--- src/rtl/write_seq.sv ---
// write_seq : write-pulse sequencer for the NMC write path.
//
// Accepts one write request (address + data) over valid/ready, latches it and
// plays a fixed SETUP / PULSE / HOLD / DONE sequence onto the word-line and
// bit-line controls. dff_en/bl_data feed the downstream per-bit DFF bank that
// holds bit-line data while the pulse is applied.
//
// Ports
//   sys_clk    in   clock, rising edge
//   rst_n      in   asynchronous active-low reset
//   sys_en     in   global enable; 0 freezes state, counter and all outputs
//   req_valid  in   write request present
//   req_ready  out  (state==IDLE) & sys_en  (only combinational output)
//   req_addr   in   [ADDR_W] target word line
//   req_data   in   [DATA_W] write data
//   wl_addr    out  [ADDR_W] latched word-line address
//   wl_en      out  word-line enable, SETUP..HOLD
//   bl_data    out  [DATA_W] latched data, to DFF bank d
//   dff_en     out  one-cycle load strobe (first SETUP cycle), to DFF bank enable
//   wr_pulse   out  write pulse, PULSE state
//   done       out  one-cycle completion strobe, DONE state
module write_seq #(
  parameter int DATA_W  = 8,
  parameter int ADDR_W  = 6,
  parameter int T_SETUP = 2,
  parameter int T_PULSE = 4,
  parameter int T_HOLD  = 2
) (
  input  logic              sys_clk,
  input  logic              rst_n,
  input  logic              sys_en,
  input  logic              req_valid,
  output logic              req_ready,
  input  logic [ADDR_W-1:0] req_addr,
  input  logic [DATA_W-1:0] req_data,
  output logic [ADDR_W-1:0] wl_addr,
  output logic              wl_en,
  output logic [DATA_W-1:0] bl_data,
  output logic              dff_en,
  output logic              wr_pulse,
  output logic              done
);

  localparam int T_SP  = (T_SETUP > T_PULSE) ? T_SETUP : T_PULSE;
  localparam int T_MAX = (T_SP > T_HOLD) ? T_SP : T_HOLD;
  localparam int CNT_W = (T_MAX < 1) ? 1 : $clog2(T_MAX + 1);

  localparam logic [CNT_W-1:0] LD_SETUP = CNT_W'(T_SETUP - 1);
  localparam logic [CNT_W-1:0] LD_PULSE = CNT_W'(T_PULSE - 1);
  localparam logic [CNT_W-1:0] LD_HOLD  = CNT_W'(T_HOLD - 1);

  typedef enum logic [2:0] {
    S_IDLE  = 3'd0,
    S_SETUP = 3'd1,
    S_PULSE = 3'd2,
    S_HOLD  = 3'd3,
    S_DONE  = 3'd4
  } state_e;

  state_e            state_q, state_d;
  logic [CNT_W-1:0]  cnt_q, cnt_d;
  logic [ADDR_W-1:0] wl_addr_q, wl_addr_d;
  logic [DATA_W-1:0] bl_data_q, bl_data_d;
  logic              wl_en_q, wl_en_d;
  logic              wr_pulse_q, wr_pulse_d;
  logic              dff_en_q, dff_en_d;
  logic              done_q, done_d;
  logic              accept;
  logic              cnt_zero;

  assign req_ready = (state_q == S_IDLE) & sys_en;
  assign accept    = req_ready & req_valid;
  assign cnt_zero  = (cnt_q == '0);

  // Next state / counter. Phase counters are loaded with T-1 on entry so each
  // phase lasts exactly T enabled cycles.
  always_comb begin
    state_d   = state_q;
    cnt_d     = cnt_q;
    wl_addr_d = wl_addr_q;
    bl_data_d = bl_data_q;
    if (sys_en) begin
      unique case (state_q)
        S_IDLE: begin
          if (accept) begin
            state_d   = S_SETUP;
            cnt_d     = LD_SETUP;
            wl_addr_d = req_addr;
            bl_data_d = req_data;
          end
        end
        S_SETUP: begin
          if (cnt_zero) begin
            state_d = S_PULSE;
            cnt_d   = LD_PULSE;
          end else begin
            cnt_d = cnt_q - 1'b1;
          end
        end
        S_PULSE: begin
          if (cnt_zero) begin
            state_d = S_HOLD;
            cnt_d   = LD_HOLD;
          end else begin
            cnt_d = cnt_q - 1'b1;
          end
        end
        S_HOLD: begin
          if (cnt_zero) begin
            state_d = S_DONE;
          end else begin
            cnt_d = cnt_q - 1'b1;
          end
        end
        S_DONE:  state_d = S_IDLE;
        default: state_d = S_IDLE;
      endcase
    end
  end

  // Registered outputs are decoded from the next state, so they line up with
  // the state they describe. While frozen every output holds, which stretches
  // an active strobe by the freeze length.
  always_comb begin
    wl_en_d    = wl_en_q;
    wr_pulse_d = wr_pulse_q;
    dff_en_d   = dff_en_q;
    done_d     = done_q;
    if (sys_en) begin
      wl_en_d    = (state_d == S_SETUP) | (state_d == S_PULSE) | (state_d == S_HOLD);
      wr_pulse_d = (state_d == S_PULSE);
      done_d     = (state_d == S_DONE);
      // Only the acceptance edge enters SETUP from IDLE, i.e. first SETUP cycle.
      dff_en_d   = accept;
    end
  end

  always_ff @(posedge sys_clk or negedge rst_n) begin
    if (!rst_n) begin
      state_q    <= S_IDLE;
      cnt_q      <= '0;
      wl_addr_q  <= '0;
      bl_data_q  <= '0;
      wl_en_q    <= 1'b0;
      wr_pulse_q <= 1'b0;
      dff_en_q   <= 1'b0;
      done_q     <= 1'b0;
    end else begin
      state_q    <= state_d;
      cnt_q      <= cnt_d;
      wl_addr_q  <= wl_addr_d;
      bl_data_q  <= bl_data_d;
      wl_en_q    <= wl_en_d;
      wr_pulse_q <= wr_pulse_d;
      dff_en_q   <= dff_en_d;
      done_q     <= done_d;
    end
  end

  assign wl_addr  = wl_addr_q;
  assign bl_data  = bl_data_q;
  assign wl_en    = wl_en_q;
  assign wr_pulse = wr_pulse_q;
  assign dff_en   = dff_en_q;
  assign done     = done_q;

endmodule

--- config.mk ---
export PLATFORM = sky130hd
export DESIGN_NAME = write_seq
export DESIGN_NICKNAME = d
export VERILOG_FILES = /design/src/rtl/write_seq.sv
export SDC_FILE = /design/constraint.sdc
export NUM_CORES = 1
export LEC_CHECK = 0
export CELL_PAD_IN_SITES_DETAIL_PLACEMENT = 0
export CELL_PAD_IN_SITES_GLOBAL_PLACEMENT = 1
export CORE_MARGIN = 3
export CORE_UTILIZATION = 42
export DETAILED_ROUTE_END_ITERATION = 16
export DONT_BUFFER_PORTS = 1
export HOLD_SLACK_MARGIN = 0.06
export PLACE_DENSITY_LB_ADDON = 0.1
export SLEW_MARGIN = 15
export SYNTH_ARGS = -nofsm -noshare
export SYNTH_HDL_FRONTEND = slang
export SYNTH_SLANG_ARGS = --single-unit
--- constraint.sdc ---
create_clock -name sys_clk -period 1.4 [get_ports sys_clk]
set_input_delay 0.35 -clock sys_clk [delete_from_list [all_inputs] [get_ports sys_clk]]
set_output_delay 0.35 -clock sys_clk [all_outputs]
set_load 0.05 [all_outputs]
Yosys cells after proc, flatten, opt, wreduce, memory -nomap -nowiden
Index checks and enable logic that the tools add are counted.
W data, S select, Z words.
{"block": "totals", "ff_bits": 24, "wordCells": 38, "in_bits": 18, "out_inout_bits": 19}
{"block": "classes", "muxes": 11, "eq_ne": 9, "n_reduce_logical": 5, "add_sub_neg": 1, "bitwise_logic": 4}
{"op": "$mux W3", "count": 9}
{"op": "$pmux W3 S4", "count": 2}
{"op": "$eq A3 B2 Y1 const B", "count": 4}
{"op": "$eq A3 B1 Y1 const B", "count": 2}
{"op": "$logic_not A3 Y1", "count": 2}
{"op": "$ne A2 B2 Y1 const B", "count": 2}
{"op": "$reduce_and A4 Y1", "count": 1}
{"op": "$reduce_bool A4 Y1", "count": 1}
{"op": "$eq A3 B3 Y1 const B", "count": 1}
{"op": "$reduce_and A3 Y1", "count": 1}
{"op": "$sub A3 B1 Y3 const B", "count": 1}
{"op": "$and A1 B1 Y1", "count": 2}
{"op": "$or A1 B1 Y1", "count": 2}

Logic depth before layout (Yosys ltp)
Gate-level depths: netlist (run 1).
{"block": "depth", "depth_word": 9, "ltp_mapped": 6}

Least setup slack after synthesis (run 1)
OpenSTA, ideal clock, no wires.
{"block": "synth_timing", "path_type": "register to register", "startpoint": "register state_q[2]", "endpoint": "register bl_data_q[0] (netlist: bl_data[0])", "setup_ns": 0.125, "t_required_ns": 1.275, "synth_period_minus_slack_ns": 1.865, "path_slack_ns": -0.465, "stages_incl_launch_ff": 7, "n_path_buf": 2, "arrival_time_ns": 1.739, "cell_sequence": "dfrtp_1 > nand2b_1 > buf_6 > nor3_4 > nand2_4 > buf_6 > mux2_4"}
{"block": "synth_between", "elab_chain_len": 4}
{"item": "start: declaration", "line": "60", "text": "state_e state_q, state_d;"}
{"item": "start signal: assignment", "line": "149", "text": "state_q <= state_d;"}
{"item": "$logic_not A3 Y1", "line": "71", "text": "assign req_ready = (state_q == S_IDLE) & sys_en;"}
{"item": "$and A1 B1 Y1", "line": "71"}
{"item": "named net req_ready", "line": "33", "text": "output logic req_ready,"}
{"item": "$and A1 B1 Y1", "line": "72", "text": "assign accept = req_ready & req_valid;"}
{"item": "$reduce_and A3 Y1 (no source line)"}
{"item": "end signal: assignment", "line": "152", "text": "bl_data_q <= bl_data_d;"}
{"item": "end: declaration", "line": "63", "text": "logic [DATA_W-1:0] bl_data_q, bl_data_d;"}
The timed path passes the listed nets, and every way through them passes these cells.
A chain may end at the register's enable or synchronous reset.

Final worst setup path (run 1)
{"block": "layout_timing", "startpoint": "register state_q[2]", "endpoint": "output port req_ready"}
{"block": "layout_between", "elab_chain_len": 2}
{"item": "$logic_not A3 Y1", "line": "71"}
{"item": "$and A1 B1 Y1", "line": "71"}
{"item": "end: declaration", "line": "33"}
Every way passes these cells.

==> results.yml, run 1 <==
logic_synthesis:
  synth_enable_flop_cells: 0
  synth_seq_cells: 24
  ys_types: 27
  synth_top_flop_cell: "dfrtp_1"
  synthCells: 88
  syn_nets: 108
  yosys_warnings: 0
  synth_top_cell_area_share: 0.543
  syn_area_mm2: 0.00111
  yosys-top-cells-area: "dfrtp_1 (54%), mux2_4 (12%), mux2_2 (5.1%)"
  synth_top_area_cell: "dfrtp_1"
  ys_seq_area_frac: 0.543
  async_flop_share: 1.00
  synth.avg_cell_area_um2: 12.6
critical_path:
  crit_type: "flip-flop to output pin"
  critPathMaxFanout: 2
  cp.required_ns: 1.05
  rr_worst_depth: 6
  critPathLaunchType: "flip-flop"
  arrival_ns: 1.17
  cp-end-kind: "output pin"
power:
  power_frac_comb: 0.327
  vdd_ir_drop_max_mv: 1.90
  intPower_mw: 2.03
  power_frac_clock: 0.127
  p_per_area_mw_per_mm2: 2830
  leakagePower_nw: 0.647
  pwr-share-seq: 0.546
  power_mw: 3.87
  p_sw_frac: 0.476
  power.switching_mw: 1.84
floorplan:
  ios: 37
  die_h_um: 57.3
  fp.coreArea_mm2: 0.00236
  initial_core_util: 0.468
  die_w_um: 57.3
  rows: 17
  die_area_mm2: 0.00329
placed_design:
  post-dp-hpwl_mm: 1.50
  pre_cts_ws_ns: -0.141
  place_inst: 121
  gp_congestion: 0.784
  port_buffers: 0
  place_area_mm2: 0.00119
outcome:
  outcome: "finished, violations left"
  violations: "setup timing"
global_route:
  track_usage: 0.142
  grt_pass1_wl_mm: 3.53
  first_global_vias: 740
  overflow: 0
  antenna_found_initial: 0
  grt_max_degree: 25
detailed_routing:
  routedWlPerCell_um: 16.7
  detailedRoute.firstIterationViolations: 6
  ant_nets: 0
  route.detailed.drc: 0
  dr.pass1.iters: 2
  num_vias: 710
  viasPerCell: 5.30
  wirelength_mm: 2.23
clocking:
  path_clk_slew_ns: 0.13
  cts.sinks: 24
  cts_root_buf: "clkbuf_4"
  cts_made_buffers: 3
  insertion_delay_ns: 0.32
  ctsHtreeMaxLevel: 1
  cts_tree: "built"
  cts_buffer_depth: 2
finish:
  instances_no_fill: 134
  layout_common_cells: "dfrtp_1 (22), buf_4 (13), mux2_4 (9)"
  syn_to_final_growth_pct: 23.9
  drive_gt1_frac: 0.434
  post-route-cell-area_mm2: 0.00137
  antenna_cells: 0
  layout_commonest_cell: "dfrtp_1"
  nNetsFinal: 127
  final_util: 0.580
timing:
  rsz0062_at_grt: "yes"
  period_share: 1.09
  fmax_ghz: 0.656
  worst_hold_slack_ns: 0.120
  slew_headroom: 0.293
  worst_slew_pin_slew_ns: 1.06
  period_needed_ns: 1.52
  worst_slack_ns: -0.124
  fin_setup_tns_ns: -0.225
  skew_ns: 0.0111
  hold_violations: 0
  slew_viol_final: 0
  setup_viol: 4
run:
  maxCapViolations: 0
min_path:
  holdCritPathClass: "primary input to flip-flop"
  min_path_cells: 1
## logic make-up (layout without fill, tap and decap cells)
group,after synthesis,after routing,share of synthesized area
flops,24,24,0.543
compound gates,19,19,0.113
simple gates,16,17,0.0883
mux,14,14,0.173
buf+inv,13,30,0.0600
fa+ha+maj,2,2,0.0226
## flip-flops by register name, summed over array words and instances, names as in the netlist
name	count
bl_data	8
cnt_q	3
dff_en	1
done	1
state_q	3
wl_addr	6
wl_en	1
wr_pulse	1
## layout make-up
type	count	area, um^2
fill	202	991
sequential	24	603
multi-input combinational	52	502
timing repair buffer	17	144
tap	28	35.0
inverter	9	33.8
clock inverter	1	30.0
clock buffer	3	22.5
## path summary, 6_finish.rpt
kind                                 startpoint              endpoint  slack, ns
max                        state_q[2]$_DFF_PN0_             req_ready      -0.12
min                                      sys_en     wl_en$_DFFE_PN0P_       0.12
max reg2reg                cnt_q[1]$_DFFE_PN0P_  cnt_q[2]$_DFFE_PN0P_      -0.06
min reg2reg                state_q[0]$_DFF_PN0_  state_q[0]$_DFF_PN0_       0.54
max in group asynchronous                 rst_n  state_q[0]$_DFF_PN0_       0.40
min in group asynchronous                 rst_n  cnt_q[1]$_DFFE_PN0P_       0.28
## critical path, cell delays in order, from the launching register on
cell,delay (ns)
dfrtp_1,0.39
nand2b_4,0.15
nor3_4,0.14
buf_6,0.18
## synthesized netlist by cell type, types with 2 or more instances
| library cell | count |
|---|---|
| nor2_1 | 5 |
| mux2_4 | 9 |
| ha_1 | 2 |
| buf_2 | 2 |
| buf_6 | 2 |
| nand2b_1 | 2 |
| a21oi_1 | 4 |
| inv_1 | 9 |
| o31ai_1 | 2 |
| nand2_1 | 2 |
| o21ai_0 | 6 |
| mux2_2 | 5 |
| dfrtp_1 | 24 |
## what timing repair did
| action | 4_1_cts | 5_1_grt |
|---|---|---|
| hold buffers | 1 | 0 |
| endpoints found under the hold margin | 24 | 0 |
| setup buffers | 6 | 2 |
| gates cloned | 0 | 1 |
| resized for setup | 11 | 5 |
| setup endpoints to repair | 7 | 46 |
| pin swaps | 5 | 4 |
## metal layers
metal  share of wire  vias to the layer above  global-route usage
met1            0.44                      343               0.183
met4           0.011                        0              0.0397
met5               0                        -                   0
met2            0.48                       22               0.220
li1                -                      341                   -
met3           0.066                        4              0.0566
## power by group through the flow
stage	sequential (mW)	clock (mW)	combinational (mW)
finish	2.12	0.490	1.27
global route	2.16	0.527	1.39
CTS	2.11	0.511	1.23
detailed placement	2.12	0	1.01
global placement	2.12	0	0.977
floorplan	2.04	0	0.807
Power figures use the tool's default switching activity.
==> run 2: changes to the inputs <==
- SETUP_SLACK_MARGIN: default -> 0.3
==> run 2 against run 1 <==
Effect of this change: the flow still finishes with violations (setup timing); first-iteration DRC count rose by 33%; cell area increased by 9.4%; critical path type unchanged; combinational power up 15%; final cell count increased by 6.0%; largest cell class unchanged.
==> results.yml, run 2 (same netlist as run 1, synthesis figures left out) <==
global_route:
  first_global_vias: 820
  grt_pass1_wl_mm: 3.93
  track_usage: 0.152
  grt_max_degree: 25
  overflow: 0
  antenna_found_initial: 0
floorplan:
  die_w_um: 57.3
  initial_core_util: 0.468
  rows: 17
  die_h_um: 57.3
  ios: 37
  die_area_mm2: 0.00329
  fp.coreArea_mm2: 0.00236
critical_path:
  path_cells: "nand2b_4, nor3_4, buf_6"
  crit_cells: 3
  crit_type: "flip-flop to output pin"
  critical_path.slowest_cell: "dfrtp_1"
  cp.required_ns: 1.05
  path_delay_family: "flip-flops"
  arrival_ns: 1.19
  cp_num_buf_inv: 1
  rr_worst_depth: 6
  critPathMaxFanout: 2
  critPathLaunchType: "flip-flop"
  cp_slowest_stage_delay_ns: 0.40
  cp-end-kind: "output pin"
finish:
  largest_reg_flops: 8
  nNetsFinal: 135
  register_area_um2: 626
  multi_input_area_um2: 543
  drive_gt1_frac: 0.693
  instances_no_fill: 142
  syn_to_final_growth_pct: 35.5
  post-route-cell-area_mm2: 0.00150
  layout_commonest_cell: "dfrtp_2"
  layout_common_cells: "dfrtp_2 (20), buf_4 (14), mux2_4 (9)"
  antenna_cells: 0
  fillerInstances: 184
  final_util: 0.635
timing:
  fin_setup_tns_ns: -1.05
  setup_viol: 15
  rsz0062_at_grt: "yes"
  slew_viol_final: 0
  slew_headroom: 0.650
  worst_slack_ns: -0.144
  fmax_ghz: 0.648
  worst_slew_pin_slew_ns: 0.526
  skew_ns: 0.00765
  hold_violations: 0
  period_needed_ns: 1.54
  period_share: 1.10
detailed_routing:
  viasPerCell: 5.32
  dr.pass1.iters: 4
  wirelength_mm: 2.35
  detailedRoute.firstIterationViolations: 8
  route.detailed.drc: 0
  ant_nets: 0
  routedWlPerCell_um: 16.6
  num_vias: 756
placed_design:
  gp_congestion: 0.710
  place_inst: 123
  place_area_mm2: 0.00122
  post-dp-hpwl_mm: 1.48
  port_buffers: 0
power:
  vdd_ir_drop_max_mv: 1.56
  p_per_area_mw_per_mm2: 2660
  leakagePower_nw: 0.676
clocking:
  insertion_delay_ns: 0.30
  ctsHtreeMaxLevel: 1
  cts_root_buf: "clkbuf_4"
  path_clk_slew_ns: 0.12
  cts_made_buffers: 3
  cts_tree: "built"
  cts.sinks: 24
  cts_buffer_depth: 2
run:
  maxCapViolations: 0
min_path:
  min_path_cells: 1
  holdCritPathClass: "primary input to flip-flop"
outcome:
  violations: "setup timing"
  outcome: "finished, violations left"
## run 2: timing repair
action                                  CTS  global route
endpoints found under the setup margin   43            43
hold endpoints to repair                 24            24
pin swaps                                 4             8
hold buffers                              1             1
cloned                                    1             0
gates resized for setup                  37             9
setup buffers                             7             5
## run 2: worst register-to-register path, cell delays in order, from the launching register on
cell	delay, ns
dfrtp_1	0.39
inv_2	0.09
ha_4	0.16
nor2b_4	0.21
a311o_1	0.30
nor2_1	0.07
o22a_1	0.20
## run 2: area by class of cell
| cell class | instances | share of cell area |
|---|---|---|
| repair buffers | 25 | 0.150 |
| clock buffers | 4 | 0.0242 |
| multi-input cells | 52 | 0.362 |
| inverters | 9 | 0.0225 |
| well taps | 28 | 0.0234 |
| flip-flops and latches | 24 | 0.417 |
## run 2: final timing paths
path,slack [ns],end,from
worst max-delay path,-0.14,req_ready,state_q[2]$_DFF_PN0_
worst min-delay path,0.1,state_q[2]$_DFF_PN0_,sys_en
worst max register to register,-0.11,cnt_q[2]$_DFFE_PN0P_,cnt_q[0]$_DFFE_PN0P_
worst min register to register,0.64,cnt_q[2]$_DFFE_PN0P_,cnt_q[2]$_DFFE_PN0P_
max in group asynchronous,0.47,wl_addr[4]$_DFFE_PN0P_,rst_n
min in group asynchronous,0.54,wr_pulse$_DFFE_PN0P_,rst_n
## run 2: through the flow
step                hold slack [ns]  total power [mW]  worst slack, ns
floorplan                    0.0544              2.90           -0.453
global placement             0.0551              3.17          -0.0305
detailed placement           0.0551              3.19          -0.0360
CTS                          0.0841              3.82           -0.161
global route                 0.0645              4.24           -0.235
finish                       0.0979              3.99           -0.144
## run 2: routing by layer
metal / track usage / up-vias / wire (um)
li1: - / 361 / -
met1: 0.188 / 365 / 972
met2: 0.263 / 28 / 1210
met3: 0.0543 / 2 / 159
met4: 0.0199 / 0 / 8
met5: 0 / - / 0
## run 2: where the power goes
| part | switching [mW] | internal, mW | total [mW] |
|---|---|---|---|
| logic | 0.581 | 0.883 | 1.46 |
| registers | 1.13 | 1.05 | 2.18 |
| clock network | 0.190 | 0.159 | 0.349 |
